## config.mk

```make
export PLATFORM = sky130hd
export DESIGN_NAME = serial_bit_feeder
export DESIGN_NICKNAME = d
export VERILOG_FILES = /design/src/rtl/serial_bit_feeder_pkg.sv /design/src/rtl/serial_bit_feeder_shift_reg.sv /design/src/rtl/serial_bit_feeder.sv
export SDC_FILE = /design/constraint.sdc
export NUM_CORES = 1
export LEC_CHECK = 0
export BUFFER_PORTS_ARGS = -buffer_cell sky130_fd_sc_hd__buf_4
export CAP_MARGIN = 20
export CORE_MARGIN = 10
export CORE_UTILIZATION = 47
export DETAILED_ROUTE_END_ITERATION = 10
export PLACE_DENSITY_LB_ADDON = 0.2
export SLEW_MARGIN = 20
export SYNTH_ARGS = -nofsm -noshare
export SYNTH_HDL_FRONTEND = slang
export SYNTH_HIERARCHICAL = 1
export SYNTH_SLANG_ARGS = --single-unit
```

## constraint.sdc

```tcl
create_clock -name clk -period 2.32 [get_ports clk]
set_clock_uncertainty 0.1 [all_clocks]
set_input_delay 0.348 -clock clk [delete_from_list [all_inputs] [get_ports clk]]
set_output_delay 0.348 -clock clk [all_outputs]
set_load 0.05 [all_outputs]
```

## src/rtl/serial_bit_feeder_pkg.sv

```systemverilog
// Shared definitions for the serial feeder and the serial sequence detectors.
// Holds the 1-bit state encoding and the default word width / idle fill level
// so that the feeder and the detector benches agree on them.
package serial_bit_feeder_pkg;

  // Feeder FSM states: idle (no word on the line) or shifting a word out.
  typedef enum logic {
    ST_IDLE  = 1'b0,
    ST_SHIFT = 1'b1
  } state_e;

  // Default bits per word.
  localparam int unsigned DEF_WIDTH = 8;

  // Default level driven on the serial line between words.
  localparam logic DEF_IDLE_BIT = 1'b0;

endpackage

```

## src/rtl/serial_bit_feeder_shift_reg.sv

```systemverilog
// serial_shift_reg: parallel-load shift register that presents one bit per
// shift, in either bit order.
// Ports:
//   clk     in  1      clock, posedge
//   reset   in  1      asynchronous, active-high; register fills with FILL_BIT
//   load_i  in  1      capture data_i (takes priority over shift_i)
//   shift_i in  1      advance to the next bit, back-filling with FILL_BIT
//   data_i  in  WIDTH  word to capture
//   bit_o   out 1      bit currently presented; taken straight from a flop
// The presented bit is always the head of the register (MSB or LSB depending on
// MSB_FIRST), so loading an all-FILL_BIT word puts the idle level on bit_o.
module serial_shift_reg
  import serial_bit_feeder_pkg::*;
#(
  parameter int unsigned WIDTH     = DEF_WIDTH,
  parameter bit          MSB_FIRST = 1'b1,
  parameter logic        FILL_BIT  = DEF_IDLE_BIT
) (
  input  logic             clk,
  input  logic             reset,
  input  logic             load_i,
  input  logic             shift_i,
  input  logic [WIDTH-1:0] data_i,
  output logic             bit_o
);

  logic [WIDTH-1:0] sr_q;
  logic [WIDTH-1:0] sr_d;

  // Next register contents: load wins over shift; shifting moves the next bit to the head.
  always_comb begin
    sr_d = sr_q;
    if (load_i) begin
      sr_d = data_i;
    end else if (shift_i) begin
      if (MSB_FIRST) begin
        sr_d = {sr_q[WIDTH-2:0], FILL_BIT};
      end else begin
        sr_d = {FILL_BIT, sr_q[WIDTH-1:1]};
      end
    end else begin
      sr_d = sr_q;
    end
  end

  // Shift register storage.
  always_ff @(posedge clk or posedge reset) begin
    if (reset) begin
      sr_q <= {WIDTH{FILL_BIT}};
    end else begin
      sr_q <= sr_d;
    end
  end

  assign bit_o = MSB_FIRST ? sr_q[WIDTH-1] : sr_q[0];

endmodule

```

## src/rtl/serial_bit_feeder.sv

```systemverilog
// serial_bit_feeder: accepts parallel words over valid/ready and drives them
// out one bit per clock to a serial sequence detector. A one-word holding
// register lets consecutive words stream with no idle cycle between them.
// Ports:
//   clk        in  1      clock, posedge
//   reset      in  1      asynchronous, active-high
//   din        in  WIDTH  parallel word
//   din_valid  in  1      din carries a word
//   din_ready  out 1      a word can be accepted this cycle (= hold register empty)
//   ser_out    out 1      serial bit (registered); IDLE_BIT when no word is shifting
//   ser_valid  out 1      ser_out carries a data bit
//   word_done  out 1      pulses with the last bit of each word
//   busy       out 1      a word is shifting or waiting in the hold register
module serial_bit_feeder
  import serial_bit_feeder_pkg::*;
#(
  parameter int unsigned WIDTH     = DEF_WIDTH,
  parameter bit          MSB_FIRST = 1'b1,
  parameter logic        IDLE_BIT  = DEF_IDLE_BIT
) (
  input  logic             clk,
  input  logic             reset,
  input  logic [WIDTH-1:0] din,
  input  logic             din_valid,
  output logic             din_ready,
  output logic             ser_out,
  output logic             ser_valid,
  output logic             word_done,
  output logic             busy
);

  localparam int unsigned     CW        = (WIDTH > 1) ? $clog2(WIDTH) : 1;
  localparam logic [CW-1:0]   LAST_CNT  = CW'(WIDTH - 1);
  localparam logic [CW-1:0]   PRE_LAST  = CW'(WIDTH - 2);
  localparam logic [CW-1:0]   CNT_ZERO  = {CW{1'b0}};
  localparam logic [WIDTH-1:0] FILL_WORD = {WIDTH{IDLE_BIT}};

  state_e           state_q, state_d;
  logic [CW-1:0]    bit_cnt_q, bit_cnt_d;
  logic [WIDTH-1:0] hold_q, hold_d;
  logic             hold_full_q, hold_full_d;
  logic             ser_valid_q, ser_valid_d;
  logic             word_done_q, word_done_d;
  logic             busy_q, busy_d;

  logic             xfer_s;
  logic             sh_load_s;
  logic             sh_shift_s;
  logic [WIDTH-1:0] sh_data_s;
  logic             sh_bit_s;

  // Ready depends only on registered state, never on din_valid.
  assign din_ready = !hold_full_q;
  assign xfer_s    = din_valid && din_ready;

  serial_shift_reg #(
    .WIDTH     (WIDTH),
    .MSB_FIRST (MSB_FIRST),
    .FILL_BIT  (IDLE_BIT)
  ) u_shift (
    .clk     (clk),
    .reset   (reset),
    .load_i  (sh_load_s),
    .shift_i (sh_shift_s),
    .data_i  (sh_data_s),
    .bit_o   (sh_bit_s)
  );

  // Next-state logic: FSM, bit counter, hold register and shifter control.
  always_comb begin
    state_d     = state_q;
    bit_cnt_d   = bit_cnt_q;
    hold_d      = hold_q;
    hold_full_d = hold_full_q;
    ser_valid_d = ser_valid_q;
    word_done_d = 1'b0;
    sh_load_s   = 1'b0;
    sh_shift_s  = 1'b0;
    sh_data_s   = din;
    case (state_q)
      ST_IDLE: begin
        // The hold register is always empty here, so a word goes straight to the shifter.
        if (xfer_s) begin
          sh_load_s   = 1'b1;
          state_d     = ST_SHIFT;
          bit_cnt_d   = CNT_ZERO;
          ser_valid_d = 1'b1;
        end else begin
          ser_valid_d = 1'b0;
        end
      end
      ST_SHIFT: begin
        if (bit_cnt_q != LAST_CNT) begin
          sh_shift_s  = 1'b1;
          bit_cnt_d   = bit_cnt_q + CW'(1);
          // Flag the cycle that will carry the final bit.
          word_done_d = (bit_cnt_q == PRE_LAST);
          if (xfer_s) begin
            hold_d      = din;
            hold_full_d = 1'b1;
          end else begin
            hold_d = hold_q;
          end
        end else if (hold_full_q) begin
          // Held word follows immediately; ready is low so no new transfer can collide.
          sh_load_s   = 1'b1;
          sh_data_s   = hold_q;
          hold_full_d = 1'b0;
          bit_cnt_d   = CNT_ZERO;
        end else if (xfer_s) begin
          // Word offered on the last-bit cycle bypasses the hold register.
          sh_load_s = 1'b1;
          sh_data_s = din;
          bit_cnt_d = CNT_ZERO;
        end else begin
          // Nothing queued: refill with idle level so ser_out drops to IDLE_BIT.
          sh_load_s   = 1'b1;
          sh_data_s   = FILL_WORD;
          state_d     = ST_IDLE;
          ser_valid_d = 1'b0;
          bit_cnt_d   = CNT_ZERO;
        end
      end
      default: begin
        state_d     = ST_IDLE;
        bit_cnt_d   = CNT_ZERO;
        hold_full_d = 1'b0;
        ser_valid_d = 1'b0;
        sh_load_s   = 1'b1;
        sh_data_s   = FILL_WORD;
      end
    endcase
    busy_d = (state_d == ST_SHIFT) || hold_full_d;
  end

  // Control and status registers.
  always_ff @(posedge clk or posedge reset) begin
    if (reset) begin
      state_q     <= ST_IDLE;
      bit_cnt_q   <= CNT_ZERO;
      hold_q      <= {WIDTH{1'b0}};
      hold_full_q <= 1'b0;
      ser_valid_q <= 1'b0;
      word_done_q <= 1'b0;
      busy_q      <= 1'b0;
    end else begin
      state_q     <= state_d;
      bit_cnt_q   <= bit_cnt_d;
      hold_q      <= hold_d;
      hold_full_q <= hold_full_d;
      ser_valid_q <= ser_valid_d;
      word_done_q <= word_done_d;
      busy_q      <= busy_d;
    end
  end

  assign ser_out   = sh_bit_s;
  assign ser_valid = ser_valid_q;
  assign word_done = word_done_q;
  assign busy      = busy_q;

endmodule
```

==> metrics <==
most numerous cell in the Yosys netlist=dfrtp_1; first-pass GRT wire length=3608 um; Reg clk slew, reported paths=about 120 ps; type of the worst setup path=register to register; gpl congestion=just over 0.7; Slew Limit Headroom=between 50% and 60%; PD cells=about 520 mW/mm2; CTS Buf Count=3; Min-Delay Path Class=primary input to register; Max FO, Critical Path=8; I/O pin total=16; layout cells sized above 1=~25%; routing usage on met3=2.853%; Clock Tree Root=clkbuf_4; area leader, netlist=dfrtp_1; period utilization=between 80 and 90%; worst skew pair latency=around 300 ps; ant diodes=0; initial core utilization=around half; register area share after synthesis=52.34%; top-area cell type share of the netlist area=between 50% and 60%; Initial DRC Count=31; Placed Cells=141; RSZ-0062 raised after global routing=no; gr busiest metal=met2; slowest stage delay, CP=about 430 ps; DR vias/cell=between 5 and 6; syn avg cell area=~11 um2; vias post-DR=roughly 750; Top Family by Delay on Critical Path=adder cells; Slew @ Worst Pin=607.6 ps; Synth area leaders=dfrtp_1 52%, mux2_2 7.9%, a22o_1 6.1%; Final Setup Violations=0; Critical Path Slowest Stage Cell=dfrtp_1; status=finished, final reports clean; number of synthesized register bits=24; fin cells=around 150; Place WS=between 400 and 500 ps; drt first pass iters=4; clk buf depth=2; most used cell, CP=ha_1; port bufs=15; ANT nets after route=0; Hold Fails Final Rpt=0; HPWL after detailed placement=about 1600 um; final core occ=a little under 60%; WP data required=between 2000 and 2500 ps; Max Cap Viol=0; Chip Width=between 60 and 70 um; final net count=approximately 130; grt met1 use=about a tenth; Setup crit end kind=register; Die H=between 60 and 70 um; Remaining Overflow, GRT=0; critical path launch point type=register; CTS tree=yes; hold slack final=approximately 180 ps; Syn Nets=between 100 and 150; asr flop ratio synth=100.0%; Die ar.=0.004818 mm2; total track usage=approximately 8.7%; drt total wl=between 2000 and 2500 um; setup TNS=0 ps; H-tree Lvls=1; mapped cell area=approximately 0.0011 mm2; initial antenna violation count=0; worst path cell trace=ha_1 > ha_1 > nor3_4 > mux2_2; num rows=17; setup ws final=just over 400 ps; post-synthesis cell type count=22; CTS sink count=24; Fmax achieved=about 0.53 GHz; Residual DRC=0; Area Growth Syn to Fin=14.72%; met2 Usage GRT=a little over an eighth; Wirelength per Cell=about 14 um; EDFF count, synth=0; post-cts sizing count=0; Core Area=about 0.0023 mm2; vias in the first global route=784; LEAKAGE=about 0.65 nW; crit path DAT=between 2000 and 2500 ps; Pins Over Slew Limit=0; Post-synth top cells=24 x dfrtp_1, 13 x nand2_1, 8 x a22o_1, 8 x mux2_2; largest net degree at the start of global routing=17; Syn Inst Count=101; Most used DFF post-synth=dfrtp_1; post-layout min period=~1900 ps; warnings from Yosys=6; peak supply drop=between 0.3 and 0.4 mV; Crit path buffers/inverters=0
==> path summary, 6_finish.rpt <==
kind | startpoint | endpoint | slack [ps] | depth (start not counted)
setup / recovery | bit_cnt_q[0] | hold_q[0] | 420 | 4
hold reg to reg | hold_q[6] | hold_q[6] | 420 | 1
max in group asynchronous | reset | bit_cnt_q[2] | 1160 | 3
hold / removal | din[1] | hold_q[1] | 180 | 2
setup reg to reg | bit_cnt_q[0] | hold_q[0] | 420 | 4
min in group asynchronous | reset | u_shift/sr_q[4] | 430 | 3
==> cell type report <==
type / count / area, um2
well taps: 28 / 35.03
flip-flops and latches: 24 / 600.6
multi-input cells: 66 / 488.0
inverters: 7 / 26.28
repair buffers: 17 / 130.1
clock buffers: 4 / 36.28
fillers: 193 / 959.7
==> cell families after synthesis <==
kind of cell,count (synthesis),synth area share (%)
AND/OR/NAND/NOR,23,10.58
adder cells (fa/ha/maj),4,4.362
multiplexers,15,13.96
AO/OA/AOI/OAI,24,13.63
flip-flops,24,52.34
buffers and inverters,11,5.125
==> report_power, final <==
part | switching, mW | internal (mW)
Clock | 0.117 | 0.0956
Combinational | 0.0222 | 0.0225
Sequential | 0.00389 | 0.425
==> per-stage QoR <==
stage	cell area (um2)	total power [mW]
after floorplan	1147	0.4589
after global placement	1270	0.4806
after detailed placement	1270	0.4817
after CTS	1316	0.6961
after global routing	1316	0.7138
final	1316	0.6862
==> worst register-to-register path, cell delays in order, from the launching register on <==
cell,delay (ps)
dfrtp_1,430
ha_1,240
ha_1,270
nor3_4,390
mux2_2,390
==> layout by cell type, fill, tap and decap left out <==
cell type       n
inv_1           7
mux2_2          8
dfrtp_1        24
buf_4          16
nand3_1         2
o21ai_1         7
or2b_1          1
and3_1          2
a221oi_1        1
clkbuf_4        3
a21oi_1         2
clkbuf_8        1
nor2_1          1
dlygate4sd3_1   1
mux2i_1         7
nand3_2         1
ha_1            4
nor3_4          1
o21ai_0         5
nand2b_1        2
a22o_1          8
a22oi_1         1
nand2_1        13
==> flip-flops by register name (all words and copies together) (netlist names) <==
register	cells
busy	1
ser_valid	1
hold_full_q	1
u_shift/sr_q	8
state_q	1
hold_q	8
bit_cnt_q	3
word_done	1
==> timing repair <==
action / in CTS / in global routing
hold endpoints to repair: 8 / 0
hold buffers: 1 / 0
buffers inserted: 0 / 0
==> routing by layer <==
metal,vias up,wire length [um]
met5,-,0
met4,0,16
met3,2,92
met2,9,965
met1,351,972
li1,386,-
Power figures use the tool's default switching activity.
